**src/rtl/mult_div_ctrl_if.sv**
```systemverilog
// Request/response bundle between the EXE stage, the multiply/divide unit and the HI/LO controller.
// Latency: none (wires only).
// Backpressure: stall/req_ready are carried here; the controller drives them.
// Ports: request (req_valid/req_op/req_a/req_b/flush), EXE results (req_ready/stall/mf_data),
//        unit launch (md_start/md_op/md_in0/md_in1), unit return (md_done/md_res),
//        architectural state (hi/lo/busy).
interface mult_div_ctrl_if #(
  parameter int W = 32
);
  logic           req_valid;
  logic [2:0]     req_op;
  logic [W-1:0]   req_a;
  logic [W-1:0]   req_b;
  logic           flush;
  logic           req_ready;
  logic           stall;
  logic [W-1:0]   mf_data;
  logic           md_start;
  logic [7:0]     md_op;
  logic [W-1:0]   md_in0;
  logic [W-1:0]   md_in1;
  logic           md_done;
  logic [2*W-1:0] md_res;
  logic [W-1:0]   hi;
  logic [W-1:0]   lo;
  logic           busy;

  // master: the pipeline plus the multiply/divide unit
  modport master (
    output req_valid, req_op, req_a, req_b, flush, md_done, md_res,
    input  req_ready, stall, mf_data, md_start, md_op, md_in0, md_in1, hi, lo, busy
  );

  // slave: the HI/LO controller
  modport slave (
    input  req_valid, req_op, req_a, req_b, flush, md_done, md_res,
    output req_ready, stall, mf_data, md_start, md_op, md_in0, md_in1, hi, lo, busy
  );
endinterface

```
**src/rtl/mult_div_ctrl.sv**
```systemverilog
// HI/LO controller: launches mult/div ops, commits unit results, serves MTHI/MTLO/MFHI/MFLO.
// Latency: MF combinational, MT at the accept edge, mult/div commit = unit latency + 1 cycle.
// Backpressure: req_ready low in BUSY/DRAIN; stall = req_valid & ~req_ready freezes EXE.
// Ports: clk, rst (async active-high), bus (mult_div_ctrl_if.slave) carrying the request,
//        unit launch/return and hi/lo/busy signals.
module mult_div_ctrl #(
  parameter int W = 32
) (
  input  logic           clk,
  input  logic           rst,
  mult_div_ctrl_if.slave bus
);

  localparam logic [2:0] OP_MTHI = 3'd4;
  localparam logic [2:0] OP_MTLO = 3'd5;
  localparam logic [2:0] OP_MFHI = 3'd6;
  localparam logic [2:0] OP_MFLO = 3'd7;

  typedef enum logic [1:0] {
    IDLE  = 2'd0,
    BUSY  = 2'd1,
    DRAIN = 2'd2
  } state_t;

  state_t state, state_nxt;

  logic       accept;
  logic       launch;
  logic       commit;
  logic [7:0] op_onehot;

  // flush in IDLE blocks acceptance but leaves req_ready high
  assign accept    = bus.req_valid & (state == IDLE) & ~bus.flush;
  // codes 0-3 go to the unit; bit 2 selects the HI/LO move group
  assign launch    = accept & ~bus.req_op[2];
  // a flush coinciding with md_done discards the result
  assign commit    = (state == BUSY) & bus.md_done & ~bus.flush;
  assign op_onehot = 8'd1 << bus.req_op[1:0];

  assign bus.req_ready = (state == IDLE);
  assign bus.stall     = bus.req_valid & ~bus.req_ready;
  assign bus.busy      = (state != IDLE);

  always_comb begin
    bus.mf_data = '0;
    case (bus.req_op)
      OP_MFHI: bus.mf_data = bus.hi;
      OP_MFLO: bus.mf_data = bus.lo;
      default: bus.mf_data = '0;
    endcase
  end

  always_ff @(posedge clk or posedge rst) begin
    if (rst) begin
      state <= IDLE;
    end else begin
      state <= state_nxt;
    end
  end

  always_comb begin
    state_nxt = state;
    case (state)
      IDLE: begin
        if (launch) state_nxt = BUSY;
      end
      BUSY: begin
        if (bus.md_done)    state_nxt = IDLE;
        else if (bus.flush) state_nxt = DRAIN;
      end
      DRAIN: begin
        if (bus.md_done) state_nxt = IDLE;
      end
      default: state_nxt = IDLE;
    endcase
  end

  always_ff @(posedge clk or posedge rst) begin
    if (rst) begin
      bus.hi       <= '0;
      bus.lo       <= '0;
      bus.md_start <= 1'b0;
      bus.md_op    <= '0;
      bus.md_in0   <= '0;
      bus.md_in1   <= '0;
    end else begin
      bus.md_start <= launch;

      // operands stay frozen until the next launch so the unit can sample them at will
      if (launch) begin
        bus.md_op  <= op_onehot;
        bus.md_in0 <= bus.req_a;
        bus.md_in1 <= bus.req_b;
      end else if ((state != IDLE) && (state_nxt == IDLE)) begin
        bus.md_op <= '0;
      end

      if (accept && (bus.req_op == OP_MTHI)) bus.hi <= bus.req_a;
      if (accept && (bus.req_op == OP_MTLO)) bus.lo <= bus.req_a;

      // no divide-by-zero screening: the unit result is committed as returned
      if (commit) begin
        bus.hi <= bus.md_res[2*W-1:W];
        bus.lo <= bus.md_res[W-1:0];
      end
    end
  end

endmodule

```
**src/flat_wrapper.sv**
```systemverilog
// flat-port wrapper written by rule: the top's interface ports become plain ports
module mult_div_ctrl_flat 
#(
  parameter int W = 32
)
  (clk, rst, bus_req_valid, bus_req_op, bus_req_a, bus_req_b, bus_flush, bus_md_done, bus_md_res, bus_req_ready, bus_stall, bus_mf_data, bus_md_start, bus_md_op, bus_md_in0, bus_md_in1, bus_hi, bus_lo, bus_busy);
  mult_div_ctrl_if #(.W(W)) bus_i ();
  input  logic clk;
  input  logic rst;
  input wire logic [$bits(bus_i.req_valid)-1:0] bus_req_valid;
  input wire logic [$bits(bus_i.req_op)-1:0] bus_req_op;
  input wire logic [$bits(bus_i.req_a)-1:0] bus_req_a;
  input wire logic [$bits(bus_i.req_b)-1:0] bus_req_b;
  input wire logic [$bits(bus_i.flush)-1:0] bus_flush;
  input wire logic [$bits(bus_i.md_done)-1:0] bus_md_done;
  input wire logic [$bits(bus_i.md_res)-1:0] bus_md_res;
  output wire logic [$bits(bus_i.req_ready)-1:0] bus_req_ready;
  output wire logic [$bits(bus_i.stall)-1:0] bus_stall;
  output wire logic [$bits(bus_i.mf_data)-1:0] bus_mf_data;
  output wire logic [$bits(bus_i.md_start)-1:0] bus_md_start;
  output wire logic [$bits(bus_i.md_op)-1:0] bus_md_op;
  output wire logic [$bits(bus_i.md_in0)-1:0] bus_md_in0;
  output wire logic [$bits(bus_i.md_in1)-1:0] bus_md_in1;
  output wire logic [$bits(bus_i.hi)-1:0] bus_hi;
  output wire logic [$bits(bus_i.lo)-1:0] bus_lo;
  output wire logic [$bits(bus_i.busy)-1:0] bus_busy;
  assign bus_i.req_valid = bus_req_valid;
  assign bus_i.req_op = bus_req_op;
  assign bus_i.req_a = bus_req_a;
  assign bus_i.req_b = bus_req_b;
  assign bus_i.flush = bus_flush;
  assign bus_i.md_done = bus_md_done;
  assign bus_i.md_res = bus_md_res;
  assign bus_req_ready = bus_i.req_ready;
  assign bus_stall = bus_i.stall;
  assign bus_mf_data = bus_i.mf_data;
  assign bus_md_start = bus_i.md_start;
  assign bus_md_op = bus_i.md_op;
  assign bus_md_in0 = bus_i.md_in0;
  assign bus_md_in1 = bus_i.md_in1;
  assign bus_hi = bus_i.hi;
  assign bus_lo = bus_i.lo;
  assign bus_busy = bus_i.busy;
  mult_div_ctrl #(.W(W)) u_core (.clk(clk), .rst(rst), .bus(bus_i));
endmodule
```
**config.mk**
```make
export PLATFORM = sky130hd
export DESIGN_NAME = mult_div_ctrl_flat
export DESIGN_NICKNAME = d
export VERILOG_FILES = /design/src/rtl/mult_div_ctrl_if.sv /design/src/rtl/mult_div_ctrl.sv /design/src/flat_wrapper.sv
export SDC_FILE = /design/constraint.sdc
export NUM_CORES = 1
export LEC_CHECK = 0
export BUFFER_PORTS_ARGS = -buffer_cell sky130_fd_sc_hd__buf_4
export CORE_ASPECT_RATIO = 1.25
export CORE_MARGIN = 2
export CORE_UTILIZATION = 45
export DETAILED_ROUTE_END_ITERATION = 16
export GPL_TIMING_DRIVEN = 0
export PLACE_DENSITY = 0.86
export SLEW_MARGIN = 10
export SYNTH_ARGS = -nofsm -noshare
export SYNTH_HDL_FRONTEND = slang
export SYNTH_SLANG_ARGS = --single-unit
```
**constraint.sdc**
```tcl
create_clock -name clk -period 8.4 [get_ports clk]
set_clock_uncertainty 0.15 [all_clocks]
set_input_delay 0.84 -clock clk [delete_from_list [all_inputs] [get_ports clk]]
set_output_delay 0.84 -clock clk [all_outputs]
set_load 0.005 [all_outputs]
```
==> results_dict.tcl, run 1 <==
set metrics [dict create \
    status "completed" \
    setup_viol 0 \
    drt_iter0_markers 508 \
    die_h_um 137 \
    maxCapViolCount 0 \
    track_usage 0.318 \
    cp-start-kind "input port" \
    route.detailed.drc 0 \
    slew-limit-headroom 0.503 \
    grt_pass1_wl_um 36800 \
    critical_path.max_fanout 10 \
    first_pass_iters 5 \
    drt-vias-per-instance 5.97 \
    cp-end-kind "output pin" \
    place_congestion 0.829 \
    cts.sinks 135 \
    synth-edff-count 0 \
    nets 1049 \
    path_delay_family "buffers and inverters" \
    rsz0062_at_grt "no" \
    path_cells "clkbuf_1 -> and3_1 -> clkbuf_1 -> clkbuf_1 -> a22o_1 -> buf_4" \
    required_ns 7.41 \
    numCtsBuffers 17 \
    timing.hold.ws_ns 0.314 \
    postCtsSetupBuffers 0 \
    worst_r2r_startpoint "u_core.state[0]" \
    first_global_vias 6720 \
    cts_resized 0 \
    yosysWarningCount 0 \
    path_buf_inv 4 \
    port_buffers 302 \
    grt_max_degree 87 \
    yosys-top-cells-area "dfrtp_1, mux2_2, a41oi_1" \
    ys.flop_type "dfrtp_1" \
    p_leak_nw 4.36 \
    reg2regPathDepth 7 \
    cts_tree "yes" \
    dp.final_hpwl_um 17800 \
    worst_pin_slew_ns 0.746 \
    fin_crit_sh 0.445 \
    root_buffer "clkbuf_16" \
    layout-area-overhead-vs-synth_pct 49.0 \
    cts_buffer_depth 2 \
    r2r-end "u_core.bus.md_in0[22]" \
    irDropWorstVdd_mv 0.210 \
    drive_above_1_share 0.447 \
    antenna_found_initial 0 \
    r2r_setup_slack_ns 5.96 \
    ys_async_sr_fraction 1.00 \
    hold_buffers 0 \
    fp.dieW_um 111 \
    hold_path_class "in2async" \
    totalWireLength_um 24800 \
    htreeDepth 4 \
    synth_top_area_cell "dfrtp_1" \
    globalRoute.totalOverflow 0 \
    yosysTopAreaCellShare 0.529 \
    cp_data_arrival_time_ns 2.75 \
    period_minus_slack_ns 3.74 \
    antenna_cells 0 \
    cp_common_cell "clkbuf_1" \
    slowest_stage "clkbuf_1" \
    syn_avg_cell_area_um2 10.9 \
    register_area_mm2 0.00338 \
    synth-seq-area-share 0.529 \
    hold_viol 0 \
    worst-setup-path-type "in2out" \
    synthDistinctLibCells 32 \
    power_density_mw_per_mm2 253 \
    finalMaxSlewViolations 0 \
    syn_area_mm2 0.00639 \
    cts.reportedPaths.clkPinSlew_ns 0.06 \
    slowest_delay_ns 0.62 \
    rows 48 \
    fin_tns_setup_ns 0 \
    die_area_mm2 0.0152 \
    fillers 1068 \
    multiInputGateArea_mm2 0.00267 \
    insertion_delay_ns 0.42 \
    synth-seq-cells 135 \
    wl_per_cell_um 22.5 \
    max_clock_freq_mhz 268 \
    antenna_left 0 \
    routed-via-count 6574 \
    synth_cells 588 \
    core_area_mm2 0.0139 \
    start_util 0.461 \
    io_pins 308 \
]
## placed cells by master (no fill, tap or decap), drive strengths merged
| cell type | n |
|---|---|
| a21oi | 66 |
| a22o | 35 |
| a32o | 2 |
| a41oi | 64 |
| and2 | 1 |
| and3 | 2 |
| buf | 326 |
| bufinv | 2 |
| clkbuf | 73 |
| clkinv | 2 |
| clkinvlp | 2 |
| conb | 4 |
| dfrtp | 135 |
| inv | 3 |
| mux2 | 64 |
| nand2 | 1 |
| nand2b | 1 |
| nand3b | 2 |
| nand4bb | 1 |
| nor2 | 68 |
| nor2b | 1 |
| nor4b | 1 |
| nor4bb | 1 |
| o21ai | 64 |
| o22ai | 1 |
| or2 | 1 |
| or3b | 1 |
| or4b | 2 |
## cells by family after synthesis
| kind of cell | after synthesis | share of synthesized area |
|---|---|---|
| other cells | 1 | 0.000587 |
| flops | 135 | 0.529 |
| simple gates | 83 | 0.0611 |
| mux | 64 | 0.113 |
| compound gates | 232 | 0.242 |
| buf+inv | 73 | 0.0552 |
## metrics by stage
step                      setup slack (ns)  power (mW)   util  cells  area (um^2)
final                                 4.66        2.41  0.686   1101         9520
after global routing                  4.62        2.51  0.686   1101         9520
after CTS                             4.70        2.41  0.686   1101         9520
after detailed placement              4.70        1.65  0.643   1069         8920
after global placement                2.20        1.62  0.641   1068         8890
after floorplan                       3.80        1.18      -    591         6400
## per-layer routing
metal	global-route usage	wire, um	vias up
li1	-	-	2859
met1	0.358	9020	3246
met3	0.0928	2210	59
met2	0.570	12900	410
met4	0.129	637	0
met5	0	0	-
## worst max path at each step
stage                        from           endpoint  slack (ns)  cells after the start
floorplan                     rst   u_core.bus.hi[0]        3.80                      1
global placement              rst  u_core.bus.lo[11]        2.20                      2
detailed placement  bus_req_op[2]    bus_mf_data[27]        4.70                      6
CTS                 bus_req_op[2]    bus_mf_data[27]        4.70                      6
global route        bus_req_op[2]    bus_mf_data[13]        4.62                      6
finish              bus_req_op[2]    bus_mf_data[27]        4.66                      6
## power breakdown
part | switching, mW | internal, mW
logic | 0.277 | 0.401
clock network | 0.282 | 0.477
registers | 0.144 | 0.828
## worst register-to-register path, cell delays in order, from the launching register on
cell	delay, ns
dfrtp_1	0.37
buf_6	0.14
or4b_4	0.58
buf_6	0.18
nor2_8	0.19
buf_8	0.20
buf_8	0.17
mux2_1	0.34
## layout make-up
type                       instances  share of cell area
buffer                            70              0.0359
sequential                       135               0.355
multi-input combinational        383               0.281
timing repair buffer             303               0.241
inverter                           3             0.00171
clock inverter                     6             0.00933
tap                              175              0.0230
clock buffer                      26              0.0535
## Yosys cell counts, types with 3 or more instances
master    count
o21ai_0      64
a41oi_1      64
mux2_1        5
buf_2         6
a21oi_1      66
a22o_1       35
clkbuf_1     47
dfrtp_1     135
mux2_2       59
buf_1         4
nor2_1       67
inv_1         3
buf_4         9
## state kept, by name (all words and copies together) (netlist names)
| signal | flops |
|---|---|
| u_core.bus.md_start | 1 |
| u_core.state | 2 |
| u_core.bus.hi | 32 |
| u_core.bus.md_in0 | 32 |
| u_core.bus.lo | 32 |
| u_core.bus.md_op | 4 |
| u_core.bus.md_in1 | 32 |
Power figures use the tool's default switching activity.
==> run 2, diff against run 1 <==
==> constraint.sdc (replaced) <==
create_clock -name clk -period 3.53 [get_ports clk]
set_clock_uncertainty 0.15 [all_clocks]
set_input_delay 0.353 -clock clk [delete_from_list [all_inputs] [get_ports clk]]
set_output_delay 0.353 -clock clk [all_outputs]
set_load 0.005 [all_outputs]
==> run 2 against run 1 <==
Sequential share of layout area shrank 0.31 points. Worst setup slack lost 3.9 ns. Die area is the same. Via count shrank 0.85%. First-iteration DRC count shrank 1.4%. Global-route usage shrank 0.18 points. Largest cell class unchanged.
==> results_dict.tcl, run 2 (synthesis results as in run 1) <==
set metrics [dict create \
    start_util 0.461 \
    drt_iter0_markers 501 \
    cp-start-kind "input port" \
    fp.dieW_um 111 \
    wl_per_cell_um 22.1 \
    switchingPower_mw 1.72 \
    cp_data_arrival_time_ns 2.23 \
    rsz0062_at_grt "no" \
    die_h_um 137 \
    globalRoute.totalOverflow 0 \
    p_total_mw 5.76 \
    maxCapViolCount 0 \
    critical_path.max_fanout 10 \
    antenna_found_initial 0 \
    drive_above_1_share 0.452 \
    worst-setup-path-type "in2out" \
    period_minus_slack_ns 2.74 \
    p_leak_nw 4.39 \
    p_comb_frac 0.279 \
    root_buffer "clkbuf_16" \
    power_switching_share 0.299 \
    layout_common_cells "buf_4, dfrtp_1, nor2_1" \
    layout-area-overhead-vs-synth_pct 50.2 \
    fin_crit_sh 0.775 \
    insertion_delay_ns 0.41 \
    p_seq_frac 0.401 \
    cts_buffer_depth 2 \
    power_density_mw_per_mm2 600 \
    cts_tree "yes" \
    cts.reportedPaths.clkPinSlew_ns 0.06 \
    layout_commonest_cell "buf_4" \
    io_pins 308 \
    dp.final_hpwl_um 17500 \
    routed-via-count 6518 \
    place_congestion 0.852 \
    finalMaxSlewViolations 0 \
    numCtsBuffers 17 \
    fin_tns_setup_ns 0 \
    antenna_cells 0 \
    slew-limit-headroom 0.515 \
    grt_pass1_wl_um 37000 \
    multiInputGateArea_mm2 0.00267 \
    antenna_left 0 \
    register_area_mm2 0.00338 \
    worst_pin_slew_ns 0.727 \
    grt_max_degree 37 \
    required_ns 3.03 \
    first_global_vias 6694 \
    max_clock_freq_mhz 365 \
    hold_path_class "in2reg" \
    cp-end-kind "output pin" \
    cts.sinks 135 \
    route.detailed.drc 0 \
    port_buffers 302 \
    core_area_mm2 0.0139 \
    first_pass_iters 6 \
    htreeDepth 4 \
    die_area_mm2 0.0152 \
    postCtsSetupBuffers 0 \
    setup_viol 0 \
    p_int_mw 4.04 \
    nets 1054 \
    irDropWorstVdd_mv 0.364 \
    pwr-share-clk 0.320 \
    totalWireLength_um 24500 \
    track_usage 0.316 \
    status "completed" \
    rows 48 \
    hold_viol 0 \
    utilization 0.692 \
    drt-vias-per-instance 5.89 \
    fillers 1070 \
]
## run 2: area by class of cell
type | instances | share of cell area
Tap cell | 175 | 0.0228
Sequential cell | 135 | 0.352
Inverter | 3 | 0.00156
Multi-Input combinational cell | 383 | 0.278
Buffer | 70 | 0.0356
Timing Repair Buffer | 308 | 0.247
Clock inverter | 12 | 0.0149
Clock buffer | 20 | 0.0486
## run 2: power by group through the flow
stage / combinational [mW] / sequential [mW] / clock [mW]
3_3_place_gp: 1.55 / 2.31 / 0
6_report: 1.61 / 2.31 / 1.84
4_1_cts: 1.62 / 2.30 / 1.84
3_5_place_dp: 1.61 / 2.32 / 0
2_1_floorplan: 0.549 / 2.27 / 0
5_1_grt: 1.75 / 2.36 / 1.90
## run 2: through the flow
step	worst slack (ns)	hold WS [ns]	instances	instance area [um^2]
5_1_grt	0.723	0.0121	1106	9600
4_1_cts	0.820	0.00713	1106	9600
3_5_place_dp	0.826	0.221	1072	8970
3_3_place_gp	0.409	0.321	1068	8890
6_report	0.793	0.0143	1106	9600
2_1_floorplan	1.35	0.266	591	6400
## run 2: repair_timing
| item | in CTS | in global routing |
|---|---|---|
| hold buffers | 2 | 0 |
| endpoints found under the hold margin | 15 | 0 |
| resized for setup | 0 | 0 |
## run 2: worst max-delay path, stage by stage
cell and delay, ns:
clkbuf_1 0.36, and3_1 0.22, clkbuf_1 0.32, clkbuf_1 0.60, a22o_1 0.26, buf_4 0.12
## run 2: worst paths after layout
check	startpoint	to	slack, ns	cells past startpoint
max	bus_req_op[2]	bus_mf_data[10]	0.79	6
min	bus_req_b[18]	u_core.bus.md_in1[18]	0.01	2
max reg2reg	u_core.state[0]	u_core.bus.md_in0[23]	1.13	7
min reg2reg	u_core.bus.md_in0[24]	u_core.bus.md_in0[24]	0.34	1
max in group asynchronous	rst	u_core.bus.lo[23]	2.13	5
min in group asynchronous	rst	u_core.bus.md_in1[8]	0.35	3
## run 2: metal layers
metal	share of wire	vias up	wire, um	global-route usage
li1	-	2877	-	-
met1	0.37	3204	8980	0.380
met2	0.52	388	12800	0.554
met3	0.089	49	2170	0.0770
met4	0.021	0	502	0.122
met5	0	-	0	0
==> run 3, diff against run 2 <==
==> constraint.sdc (replaced) <==
create_clock -name clk -period 2.8 [get_ports clk]
set_clock_uncertainty 0.15 [all_clocks]
set_input_delay 0.28 -clock clk [delete_from_list [all_inputs] [get_ports clk]]
set_output_delay 0.28 -clock clk [all_outputs]
set_load 0.005 [all_outputs]
==> run 3 against run 2 <==
Via count increased by 16%. Hold slack got worse by 0.014 ns. Wire length increased by 23%. Register-to-register slack got worse by 0.92 ns. Largest power group unchanged. Critical path depth unchanged. Total power increased by 32%. Cell count increased by 11%. Non-clock buffer count increased by 121. Critical endpoint is now bus_mf_data[20].
==> results_dict.tcl, run 3 (synthesis results as in run 1) <==
set metrics [dict create \
    status "completed" \
    cp_data_arrival_time_ns 2.21 \
    postCtsSetupBuffers 0 \
    io_pins 308 \
    cts_tree "yes" \
    layout-area-overhead-vs-synth_pct 69.2 \
    fillers 821 \
    die_h_um 137 \
    finalMaxSlewViolations 0 \
    r2r_setup_slack_ns 0.21 \
    irDropWorstVdd_mv 0.450 \
    hold_path_class "in2reg" \
    setup_viol 0 \
    nets 1175 \
    dp_slack_ns 0.242 \
    rsz0062_at_grt "no" \
    rows 48 \
    dp.final_hpwl_um 17500 \
    numCtsBuffers 17 \
    cp-start-kind "input port" \
    root_buffer "clkbuf_16" \
    holdPathEnd "u_core.bus.hi[14]" \
    min-delay-start "bus_md_res[46]" \
    power_density_mw_per_mm2 704 \
    worst-setup-path-type "in2out" \
    cts_buffer_depth 2 \
    hold_viol 0 \
    wl_per_cell_um 24.4 \
    antenna_left 0 \
    place_congestion 0.852 \
    worst_slack_ns 0.161 \
    track_usage 0.385 \
    core_area_mm2 0.0139 \
    p_total_mw 7.61 \
    fp.dieW_um 111 \
    layout_commonest_cell "buf_4" \
    max_clock_freq_mhz 379 \
    required_ns 2.37 \
    fin_crit_sh 0.943 \
    cp-end-kind "output pin" \
    maxCapViolCount 0 \
    design_area_mm2 0.0108 \
    critical_path.max_fanout 10 \
    timing.hold.ws_ns 0.000177 \
    p_leak_nw 4.90 \
    cts.reportedPaths.clkPinSlew_ns 0.06 \
    worst_pin_slew_ns 0.734 \
    dp.cells 1072 \
    routed-via-count 7554 \
    grt_pass1_wl_um 45100 \
    insertion_delay_ns 0.42 \
    port_buffers 302 \
    first_pass_iters 6 \
    drt_iter0_markers 801 \
    worst_r2r_startpoint "u_core.state[1]" \
    period_minus_slack_ns 2.64 \
    drt-vias-per-instance 6.15 \
    hold_depth 3 \
    htreeDepth 4 \
    stdcell_count 1228 \
    cts_resized 0 \
    layout_common_cells "buf_4, dfrtp_1, dlygate4sd3_1" \
    reg2regPathDepth 6 \
    grt_max_degree 37 \
    first_global_vias 7944 \
    start_util 0.461 \
    hold_buffers 123 \
    cts.sinks 135 \
    slew-limit-headroom 0.511 \
    post_dp_cell_area_mm2 0.00897 \
    drive_above_1_share 0.400 \
    r2r-end "u_core.bus.hi[4]" \
    route.detailed.drc 0 \
    globalRoute.totalOverflow 0 \
    antenna_found_initial 0 \
    die_area_mm2 0.0152 \
    totalWireLength_um 30000 \
]
-- run 3: cell count changes in the layout (fill, tap and decap cells not counted) --
| cell | previous run | this run |
|---|---|---|
| dlygate4sd3_1 | 2 | 123 |
| diode_2 | 0 | 1 |
-- run 3: where the power goes --
| group | switching, mW | total (mW) | leakage (nW) | internal, mW |
|---|---|---|---|---|
| Sequential | 0.491 | 2.97 | 1.61 | 2.48 |
| Clock | 0.962 | 2.36 | 0.286 | 1.40 |
| Combinational | 0.952 | 2.28 | 3.00 | 1.33 |
-- run 3: through the flow --
step | TNS (ns) | util
4_1_cts | 0 | 0.779
3_5_place_dp | 0 | 0.647
2_1_floorplan | 0 | -
5_1_grt | 0 | 0.779
3_3_place_gp | -31.98 | 0.641
6_report | 0 | 0.779
-- run 3: how the worst max path moves through the flow --
stage                    startpoint               endpoint  slack [ns]  depth (start not counted)
finish                bus_req_op[2]        bus_mf_data[20]        0.16                          6
global route        u_core.state[1]       u_core.bus.hi[4]        0.12                          6
CTS                   bus_req_op[2]        bus_mf_data[10]        0.24                          6
detailed placement    bus_req_op[2]        bus_mf_data[10]        0.24                          6
global placement                rst  u_core.bus.md_in0[24]       -0.25                          2
floorplan           u_core.state[0]  u_core.bus.md_in0[20]        0.68                          7
-- run 3: critical path, cell delays in order --
cell and delay (ns):
clkbuf_1 0.38, and3_1 0.22, clkbuf_1 0.33, clkbuf_1 0.61, a22o_1 0.27, buf_4 0.11
-- run 3: metal layers --
| metal | routed length, um | GRT usage | part of all wire |
|---|---|---|---|
| met3 | 2930 | 0.0911 | 0.098 |
| met4 | 1410 | 0.186 | 0.047 |
| met2 | 15300 | 0.688 | 0.51 |
| met5 | 0 | 0 | 0 |
| met1 | 10300 | 0.438 | 0.34 |
-- run 3: layout make-up --
cell class	count	area (um^2)	share of cell area
Timing Repair Buffer	429	3580	0.331
Sequential cell	135	3380	0.312
Multi-Input combinational cell	383	2670	0.247
Clock buffer	20	467	0.0432
Buffer	70	342	0.0316
Tap cell	175	219	0.0202
Clock inverter	12	143	0.0132
Inverter	3	15.0	0.00139
Antenna cell	1	2.50	0.000231
